--- src/rtl/apb_mailbox_fifo.sv ---
// Bidirectional APB word mailbox: MCU writes feed a TX FIFO drained by a fabric
// valid/ready stream; a fabric valid/ready stream fills an RX FIFO that MCU reads
// pop. Status, flush and sticky error bits are register-mapped.
module apb_mailbox_fifo #(
   parameter int unsigned DEPTH      = 32,
   parameter int unsigned ADDR_WIDTH = 12
) (
   input  logic                  pclk,
   input  logic                  preset_n,
   input  logic [ADDR_WIDTH-1:0] paddr,
   input  logic                  psel,
   input  logic                  penable,
   input  logic                  pwrite,
   input  logic [15:0]           pwdata,
   input  logic [1:0]            pstrb,
   output logic                  pready,
   output logic [15:0]           prdata,
   output logic                  pslverr,
   output logic                  tx_valid,
   input  logic                  tx_ready,
   output logic [15:0]           tx_data,
   input  logic                  rx_valid,
   output logic                  rx_ready,
   input  logic [15:0]           rx_data,
   output logic                  irq_rx
);

   localparam int unsigned PW = $clog2(DEPTH);
   localparam int unsigned CW = PW + 1;

   typedef enum logic [1:0] {IDLE, ACC_WAIT, DONE} apb_state_t;
   typedef enum logic [1:0] {OP_NONE, OP_PUSH, OP_OVF, OP_CTRL} wr_op_t;

   apb_state_t     state;
   wr_op_t         wr_op;
   wr_op_t         wr_op_dec;

   logic [15:0]    tx_mem [DEPTH];
   logic [PW-1:0]  tx_wr_ptr, tx_rd_ptr;
   logic [CW-1:0]  tx_count;
   logic [15:0]    rx_mem [DEPTH];
   logic [PW-1:0]  rx_wr_ptr, rx_rd_ptr;
   logic [CW-1:0]  rx_count, rx_next_count;
   logic           tx_ovf, rx_unf;

   logic           addr_ok;
   logic [2:0]     off;
   logic           wr_err;
   logic           commit, tx_push, ctrl_wr, flush_tx, flush_rx, clr_sticky, set_ovf;
   logic           rd_fire, rd_rx, rd_stat, rx_pop, set_unf;
   logic           tx_full, tx_empty, rx_full, rx_empty;
   logic           tx_pop, tx_load, tx_mem_nonempty, rx_push;
   logic [15:0]    status;
   logic           unused_addr_lsb;

   assign unused_addr_lsb = paddr[0];

   assign addr_ok = (paddr[ADDR_WIDTH-1:4] == '0);
   assign off     = paddr[3:1];

   assign tx_full  = (tx_count == CW'(DEPTH));
   assign tx_empty = (tx_count == '0);
   assign rx_full  = (rx_count == CW'(DEPTH));
   assign rx_empty = (rx_count == '0);

   // Write decode, evaluated in the setup cycle; the full check happens here
   // so a same-cycle fabric pop cannot turn a rejected push into an accepted one.
   always_comb begin
      wr_op_dec = OP_NONE;
      if (addr_ok && off == 3'd0 && pstrb == 2'b11)
         wr_op_dec = tx_full ? OP_OVF : OP_PUSH;
      else if (addr_ok && off == 3'd3 && pstrb[0])
         wr_op_dec = OP_CTRL;
   end

   assign wr_err     = (wr_op_dec == OP_NONE) || (wr_op_dec == OP_OVF);
   assign commit     = (state == DONE) && psel && penable;
   assign tx_push    = commit && (wr_op == OP_PUSH);
   assign set_ovf    = commit && (wr_op == OP_OVF);
   assign ctrl_wr    = commit && (wr_op == OP_CTRL);
   assign flush_tx   = ctrl_wr && pwdata[0];
   assign flush_rx   = ctrl_wr && pwdata[1];
   assign clr_sticky = ctrl_wr && pwdata[2];

   assign rd_fire = (state == ACC_WAIT) && psel && penable;
   assign rd_rx   = rd_fire && addr_ok && (off == 3'd1);
   assign rd_stat = rd_fire && addr_ok && (off == 3'd2);
   assign rx_pop  = rd_rx && !rx_empty;
   assign set_unf = rd_rx && rx_empty;

   always_comb begin
      status        = '0;
      status[0]     = tx_full;
      status[1]     = tx_empty;
      status[2]     = rx_full;
      status[3]     = rx_empty;
      status[4]     = tx_ovf;
      status[5]     = rx_unf;
      status[15:8]  = 8'(rx_count);
   end

   // APB completer FSM: zero-wait writes, one-wait reads, registered response
   always_ff @(posedge pclk) begin
      if (!preset_n) begin
         state   <= IDLE;
         wr_op   <= OP_NONE;
         pready  <= 1'b0;
         pslverr <= 1'b0;
         prdata  <= '0;
      end else begin
         pready  <= 1'b0;
         pslverr <= 1'b0;
         prdata  <= '0;
         case (state)
            IDLE: begin
               if (psel && !penable) begin
                  if (pwrite) begin
                     state   <= DONE;
                     wr_op   <= wr_op_dec;
                     pready  <= 1'b1;
                     pslverr <= wr_err;
                  end else begin
                     state <= ACC_WAIT;
                     wr_op <= OP_NONE;
                  end
               end
            end
            ACC_WAIT: begin
               if (!psel) begin
                  state <= IDLE;
               end else if (penable) begin
                  state   <= DONE;
                  pready  <= 1'b1;
                  pslverr <= !(rd_stat || rx_pop);
                  if (rd_stat)
                     prdata <= status;
                  else if (rx_pop)
                     prdata <= rx_mem[rx_rd_ptr];
               end
            end
            DONE:    state <= IDLE;
            default: state <= IDLE;
         endcase
      end
   end

   // Sticky error bits; a new error outranks a same-cycle clear
   always_ff @(posedge pclk) begin
      if (!preset_n) begin
         tx_ovf <= 1'b0;
         rx_unf <= 1'b0;
      end else begin
         if (set_ovf)         tx_ovf <= 1'b1;
         else if (clr_sticky) tx_ovf <= 1'b0;
         if (set_unf)         rx_unf <= 1'b1;
         else if (clr_sticky) rx_unf <= 1'b0;
      end
   end

   // tx_count covers memory plus the output register, so the memory holds
   // tx_count - tx_valid words; the head register refills from memory one edge
   // after a push lands, giving the two-cycle fall-through.
   assign tx_pop          = tx_valid && tx_ready;
   assign tx_mem_nonempty = (tx_count != {{(CW-1){1'b0}}, tx_valid});
   assign tx_load         = tx_mem_nonempty && (!tx_valid || tx_pop);

   // TX storage write port
   always_ff @(posedge pclk) begin
      if (tx_push)
         tx_mem[tx_wr_ptr] <= pwdata;
   end

   // TX pointers, occupancy and registered head word
   always_ff @(posedge pclk) begin
      if (!preset_n) begin
         tx_wr_ptr <= '0;
         tx_rd_ptr <= '0;
         tx_count  <= '0;
         tx_valid  <= 1'b0;
         tx_data   <= '0;
      end else if (flush_tx) begin
         tx_wr_ptr <= '0;
         tx_rd_ptr <= '0;
         tx_count  <= '0;
         tx_valid  <= 1'b0;
      end else begin
         if (tx_push)
            tx_wr_ptr <= tx_wr_ptr + PW'(1);
         if (tx_load) begin
            tx_data   <= tx_mem[tx_rd_ptr];
            tx_rd_ptr <= tx_rd_ptr + PW'(1);
            tx_valid  <= 1'b1;
         end else if (tx_pop) begin
            tx_valid  <= 1'b0;
         end
         tx_count <= tx_count + CW'(tx_push) - CW'(tx_pop);
      end
   end

   assign rx_push       = rx_valid && rx_ready;
   assign rx_next_count = rx_count + CW'(rx_push) - CW'(rx_pop);

   // RX storage write port
   always_ff @(posedge pclk) begin
      if (rx_push && !flush_rx)
         rx_mem[rx_wr_ptr] <= rx_data;
   end

   // RX pointers, occupancy, back-pressure and interrupt
   always_ff @(posedge pclk) begin
      if (!preset_n) begin
         rx_wr_ptr <= '0;
         rx_rd_ptr <= '0;
         rx_count  <= '0;
         rx_ready  <= 1'b0;
         irq_rx    <= 1'b0;
      end else if (flush_rx) begin
         rx_wr_ptr <= '0;
         rx_rd_ptr <= '0;
         rx_count  <= '0;
         rx_ready  <= 1'b1;
         irq_rx    <= 1'b0;
      end else begin
         if (rx_push)
            rx_wr_ptr <= rx_wr_ptr + PW'(1);
         if (rx_pop)
            rx_rd_ptr <= rx_rd_ptr + PW'(1);
         rx_count <= rx_next_count;
         rx_ready <= (rx_next_count != CW'(DEPTH));
         irq_rx   <= (rx_next_count != '0);
      end
   end

endmodule

--- config.mk ---
export PLATFORM = sky130hd
export DESIGN_NAME = apb_mailbox_fifo
export DESIGN_NICKNAME = d
export VERILOG_FILES = /design/src/rtl/apb_mailbox_fifo.sv
export SDC_FILE = /design/constraint.sdc
export NUM_CORES = 1
export LEC_CHECK = 0
export CAP_MARGIN = 30
export CORE_AREA = 2 2 311 313
export CTS_BUF_LIST = sky130_fd_sc_hd__clkbuf_4 sky130_fd_sc_hd__clkbuf_8
export CTS_CLUSTER_DIAMETER = 150
export DETAILED_ROUTE_END_ITERATION = 10
export DIE_AREA = 0 0 313 315
export GPL_TIMING_DRIVEN = 0
export HOLD_SLACK_MARGIN = 0.1
export PLACE_DENSITY = 0.73
export SLEW_MARGIN = 20
export SYNTH_ARGS = -nofsm -noshare
export SYNTH_HDL_FRONTEND = slang
export SYNTH_SLANG_ARGS = --single-unit
--- constraint.sdc ---
create_clock -name pclk -period 3.78 [get_ports pclk]
set_input_delay 0.756 -clock pclk [delete_from_list [all_inputs] [get_ports pclk]]
set_output_delay 0.756 -clock pclk [all_outputs]
set_load 0.02 [all_outputs]
Word-level counts from Yosys, hierarchy flattened
Memories as Yosys holds them, arrays and structs flattened. A register that Yosys moved wholly into a read port is not among the register bits.
Cells that the tools add are included.

storage, ports and cells
  memories kept = 2
  bits in writable memories = 1024
  output and inout port bits = 37
  logic and storage cells = 132
  input bits = 53
  flip-flop bits (word level) = 59

operators by class
  add/sub/neg operators = 8
  reductions and logical operators = 50
  muxes and demuxes = 33
  equal/unequal tests = 16
  bitwise gates (word level) = 6

memories
  memory  depth  bits a word  rd ports  clocked after Yosys merged registers in  wr ports  line  RTL
  rx_mem  32     16           1         1                                        1         41    logic [15:0] rx_mem [DEPTH];
  tx_mem  32     16           1         1                                        1         38    logic [15:0] tx_mem [DEPTH];

operators by type and width
  cell                                                 number
  two-way mux 14 bit                                   2
  logical AND 1 bit                                    24
  adder 5 x 1 -> 5 bit, second input constant          4
  two-way mux 1 bit                                    18
  two-way mux 2 bit                                    8
  adder 6 x 1 -> 6 bit                                 2
  equality test 6 bit, second input constant           2
  logical NOT 6 bit                                    2
  subtractor 6 x 1 -> 6 bit                            2
  equality test 2 bit, second input constant           5
  two-way mux 5 bit                                    2
  logical NOT 8 bit                                    1
  equality test 3 x 2 -> 1 bit, second input constant  2
  logical NOT 1 bit                                    6
  inequality test 6 x 1 -> 1 bit                       1
  inequality test 6 bit, second input constant         1
  NOT 1 bit                                            6
  AND reduction 2 bit                                  3
  nonzero test 2 bit                                   3
  nonzero test 6 bit                                   1
  OR reduction 6 bit                                   1
  equality test 2 x 1 -> 1 bit, second input constant  2
  logical NOT 2 bit                                    2
  one-hot mux 1 bit (2 select lines)                   2
  8 further kinds                                      11

Depth between registers and ports, before layout
  word-level depth = 11
  depth in mapped cells = 15
  gate-level depth less buffers = 13

Least setup slack after synthesis
No wires, ideal clock.

  path kind = input-to-reg
  from = in paddr[7]
  to = reg rx_ready
  slack = 0.485 ns
  stages on the path = 13
  arrival = 3.175 ns
  setup time = 0.120 ns
  cells stage by stage = nor4_2 > and4_1 > buf_2 > and2_1 > clkbuf_1 > xnor2_1 > ha_1 > fa_1 > a21oi_1 > o21bai_1 > xnor2_1 > nand3_1 > o31a_1

between the ends
  word-level cells in the longest chain between the ends = 7

RTL lines
  item                            line  RTL
  start, declared                 10    input logic [ADDR_WIDTH-1:0] paddr,
  logical NOT 8 bit               58    assign addr_ok = (paddr[ADDR_WIDTH-1:4] == '0);
  logical AND 1 bit (2 in a row)  86    assign rd_rx = rd_fire && addr_ok && (off == 3'd1);
  logical AND 1 bit               88    assign rx_pop = rd_rx && !rx_empty;
  subtractor 6 x 1 -> 6 bit       201   assign rx_next_count = rx_count + CW'(rx_push) - CW'(rx_pop);
  inequality test 6 bit           229   rx_ready <= (rx_next_count != CW'(DEPTH));
  two-way mux 1 bit               217   end else if (flush_rx) begin
  end signal, assigned            229
  end, declared                   23    output logic rx_ready,

Every way passes these cells.
A chain may end at the register's enable or synchronous reset.

Worst setup path in the final report
  from = reg rx_count[2]
  to = reg rx_ready

between the ends
  word-level cells in the longest chain between the ends = 6
  elaborated cells between the ends (all ways) = 7

RTL lines
  item                                                                          line  RTL
  start, declared                                                               43    logic [CW-1:0] rx_count, rx_next_count;
  start signal, assigned                                                        228   rx_count <= rx_next_count;
  parallel branches: the longest is 3 deep, another holds adder 6 x 1 -> 6 bit  n/a
  subtractor 6 x 1 -> 6 bit *                                                   201
  inequality test 6 bit *                                                       229
  two-way mux 1 bit *                                                           217

Every way passes the cells marked *.

==> metrics.md <==
| Metric | Value |
|---|---|
| Fmax achieved | 279.4 MHz |
| TritonCTS clock tree | yes |
| Cts bufs inserted | 164 |
| Async set-or-reset flop fraction in the synthesized netlist | 0 |
| Final wirelength | 103,700 µm |
| Sw Pwr | 0.006912 W |
| Crit path to | rx_ready$_SDFF_PN0_ |
| Vias in the first global route | 22,790 |
| Routed WL per cell | 27.08 µm |
| Final setup viols | 0 |
| Area grow syn2layout | 16.03% |
| Worst R2R Path Depth | 15 |
| Worst Hold Launch | pwdata[0] |
| Grt ovf | 0 |
| Main flop type after synthesis | edfxtp_1 |
| Hold Violations, Final | 0 |
| IO Port Bufs | 88 |
| Total power per unit cell area | 555.8 nW/µm² |
| GPL Wtd Cong | 0.9345 |
| DRC | 0 |
| Maxcap violations | 0 |
| Wire length of the first global-routing pass | 151,300 µm |
| Top-level I/O count | 90 |
| Status | finished clean |
| Slew Limit Fails | 0 |
| Cell Area, Synth | 42,670 µm² |
| Synth Warn # | 0 |
| Post-Syn Nets | 2,178 |
| Clock-pin slew on the worst setup and hold paths | 0.06 ns |
| CORE AREA | 95,710 µm² |
| Iteration-0 DRC Markers | 2,808 |
| Setup slack, reg-to-reg | 0.20 ns |
| Vias/cell | 5.876 |
| Crit path from | rx_count[2]$_SDFF_PP0_ |
| Hold depth | 1 |
| Syn Inst Count | 2,096 |
| Worst hold path type | primary input to flop |
| Setup crit end kind | flop |
| Mean Syn Cell Area | 20.36 µm² |
| H-tree Lvls | 4 |
| Post-route antenna net violation count | 0 |
| Final nets | 2,504 |
| Final Instance Count excl. Fillers | 3,830 |
| Number of synthesized flops with an enable pin | 1,024 |
| # hold bufs at CTS | 0 |
| Final worst-path cycle share | 0.9470 |
| WS Path Type | flop to flop |
| Startpoint types | flop |
| Worst-Margin Slew | 1.094 ns |
| Count of state elements after synthesis | 1,104 |
| Clock Tree Root | clkbuf_8 |
| Detailed-router iteration count before antenna repair | 6 |
| Seq/Total Area, Yosys | 0.7582 |
| Die Ht | 315 µm |
| Clock Sinks | 1,104 |
| VDD IR max | 0.3811 mV |
| Data arrival time of the worst path | 4.26 ns |
| Hold WS | 0.3938 ns |
| Die width | 313 µm |
| Initial antenna violation count | 3 |
| Minimum clock period | 3.580 ns |
| Total Power | 0.02752 W |
| Clock buffer depth | 3 |
| Effective utilization at floorplan | 0.4458 |
| Worst R2R End | rx_ready$_SDFF_PN0_ |
| Site Rows | 114 |
| Post-CTS resize count | 0 |
| Yosys cell types | 62 |
| GR Util All Layers | 0.2110 |
| Slew HR | 0.2704 |
| HPWL after detailed placement | 69,320 µm |
| Internal power | 0.02061 W |
| Skew final | 0.02780 ns |
| LEAKAGE | 15.42 nW |
| DP Cell Count | 3,530 |
| Sw Share | 0.2512 |
| Routed via count | 22,500 |
| Setup TNS | 0 ns |
| Max FO, Critical Path | 7 |
| DIE AREA | 98,600 µm² |
| Unrepaired setup endpoints after global routing | no |
| Worst path required time | 4.46 ns |
| Logic pwr share | 0.145 |
| Register share of total power | 0.498 |
| Largest net degree at the start of global routing | 35 |
| Worst r2r src | rx_count[2]$_SDFF_PP0_ |
| Clock share of power | 0.357 |
| Post CTS Setup Buffer Count | 0 |
| Ratio of cells with drive above 1 in the final layout | 0.2833 |
| Clock Latency Late Sink | 0.82 ns |
-- sequential cells by signal (all words and copies together), names as in the netlist, named ones only --
name       cells
tx_mem       512
tx_rd_ptr      5
wr_op          2
pslverr        1
irq_rx         1
rx_count       6
rx_mem       512
rx_rd_ptr      5
prdata        16
rx_wr_ptr      5
pready         1
tx_wr_ptr      5
rx_unf         1
tx_count       6
state          2
tx_ovf         1
rx_ready       1
tx_data       16
tx_valid       1
-- power groups by stage --
stage               sequential (W)  combinational, W  clock [W]
floorplan                   0.0140           0.00249          0
global placement            0.0140           0.00383          0
detailed placement          0.0140           0.00396          0
CTS                         0.0137           0.00397    0.00996
global route                0.0137           0.00424     0.0105
finish                      0.0137           0.00398    0.00983
-- metrics by stage --
step | instance area [µm²] | setup WS [ns] | util
after floorplan | 42670 | 0.4851 | -
after global placement | 45150 | -3.305 | 0.4717
after detailed placement | 46190 | -0.3422 | 0.4826
after CTS | 49510 | 0.1941 | 0.5173
after global routing | 49510 | 0.02274 | 0.5173
final | 49510 | 0.2003 | 0.5173
-- logic make-up (layout without fill, tap and decap cells) --
logic type      after synthesis  in the layout  synth area share
fa+ha+maj                    29             29          0.008856
xor+xnor                     24             24          0.004926
other cells                   0              2                 0
mux                         342            342            0.1484
flops                      1104           1104            0.7582
compound gates              204            204           0.03408
buf+inv                     140            596           0.01619
simple gates                253            253           0.02935
-- routing by layer --
layer / up-vias / routed length (µm) / track usage
met5: - / 28 / 0
met4: 4 / 3658 / 0.08536
met3: 205 / 9289 / 0.04171
met2: 1275 / 51610 / 0.3512
met1: 11730 / 39110 / 0.2740
li1: 9295 / - / -
-- Yosys cell counts (20+ instances only) --
| cell type | count | area [µm²] |
|---|---|---|
| inv_1 | 28 | 105.1 |
| clkbuf_1 | 51 | 191.4 |
| nor2_1 | 105 | 394.1 |
| nor2b_1 | 31 | 193.9 |
| a21oi_1 | 39 | 195.2 |
| mux2i_1 | 105 | 1051 |
| a211oi_1 | 47 | 352.8 |
| nand2_1 | 50 | 187.7 |
| edfxtp_1 | 1024 | 30750 |
| dfxtp_1 | 80 | 1602 |
| mux4_2 | 232 | 5225 |
| o21ai_0 | 20 | 100.1 |
| ha_1 | 27 | 337.8 |
| buf_2 | 39 | 195.2 |
-- critical path, stage by stage, from the launching register on --
cell and delay [ns]:
dfxtp_1 0.40, inv_1 0.09, ha_1 0.24, and4bb_2 0.27, nor2b_1 0.11, clkbuf_1 0.30
and2_1 0.18, clkbuf_1 0.22, xnor2_1 0.10, ha_1 0.22, fa_1 0.44, a21oi_1 0.14
o21bai_1 0.10, xnor2_1 0.26, nand3_1 0.13, o31a_1 0.25
-- worst min path at each step --
stage / endpoint / slack, ns
final: tx_mem[28][0]$_DFFE_PP_ / 0.39
after global routing: tx_mem[28][0]$_DFFE_PP_ / 0.35
after floorplan: prdata[12]$_SDFF_PN0_ / 0.46
after CTS: tx_mem[28][0]$_DFFE_PP_ / 0.32
after global placement: tx_data[14]$_SDFFE_PN0P_ / 0.49
after detailed placement: tx_data[14]$_SDFFE_PN0P_ / 0.48
-- layout by cell type, fill, tap and decap left out, types with 17 or more instances in the layout --
cell             synthesis  final
a211oi_1                47     47
a21oi_1                 39     39
buf_2                   39     64
buf_6                   12     37
buf_8                    0     38
clkbuf_1                51     51
clkbuf_4                 0     53
clkbuf_8                 0    170
clkdlybuf4s50_1          0     65
clkinv_1                 0     35
clkinv_2                 0     17
dfxtp_1                 80     80
edfxtp_1              1024   1024
ha_1                    27     27
inv_1                   28     28
mux2i_1                105    105
mux4_2                 232    232
nand2_1                 50     50
nor2_1                 105     46
nor2_2                   0     54
nor2b_1                 31     31
o21ai_0                 20     20
-- cell type report --
cell class	count	area [µm²]
Antenna cell	2	5.005
Buffer	112	585.6
Clock buffer	223	2738
Clock inverter	73	585.6
Fill cell	7314	46200
Inverter	28	105.1
Multi-Input combinational cell	852	9821
Sequential cell	1104	32350
Tap cell	1276	1597
Timing Repair Buffer	160	1720
(Power assumes the default switching activity.)
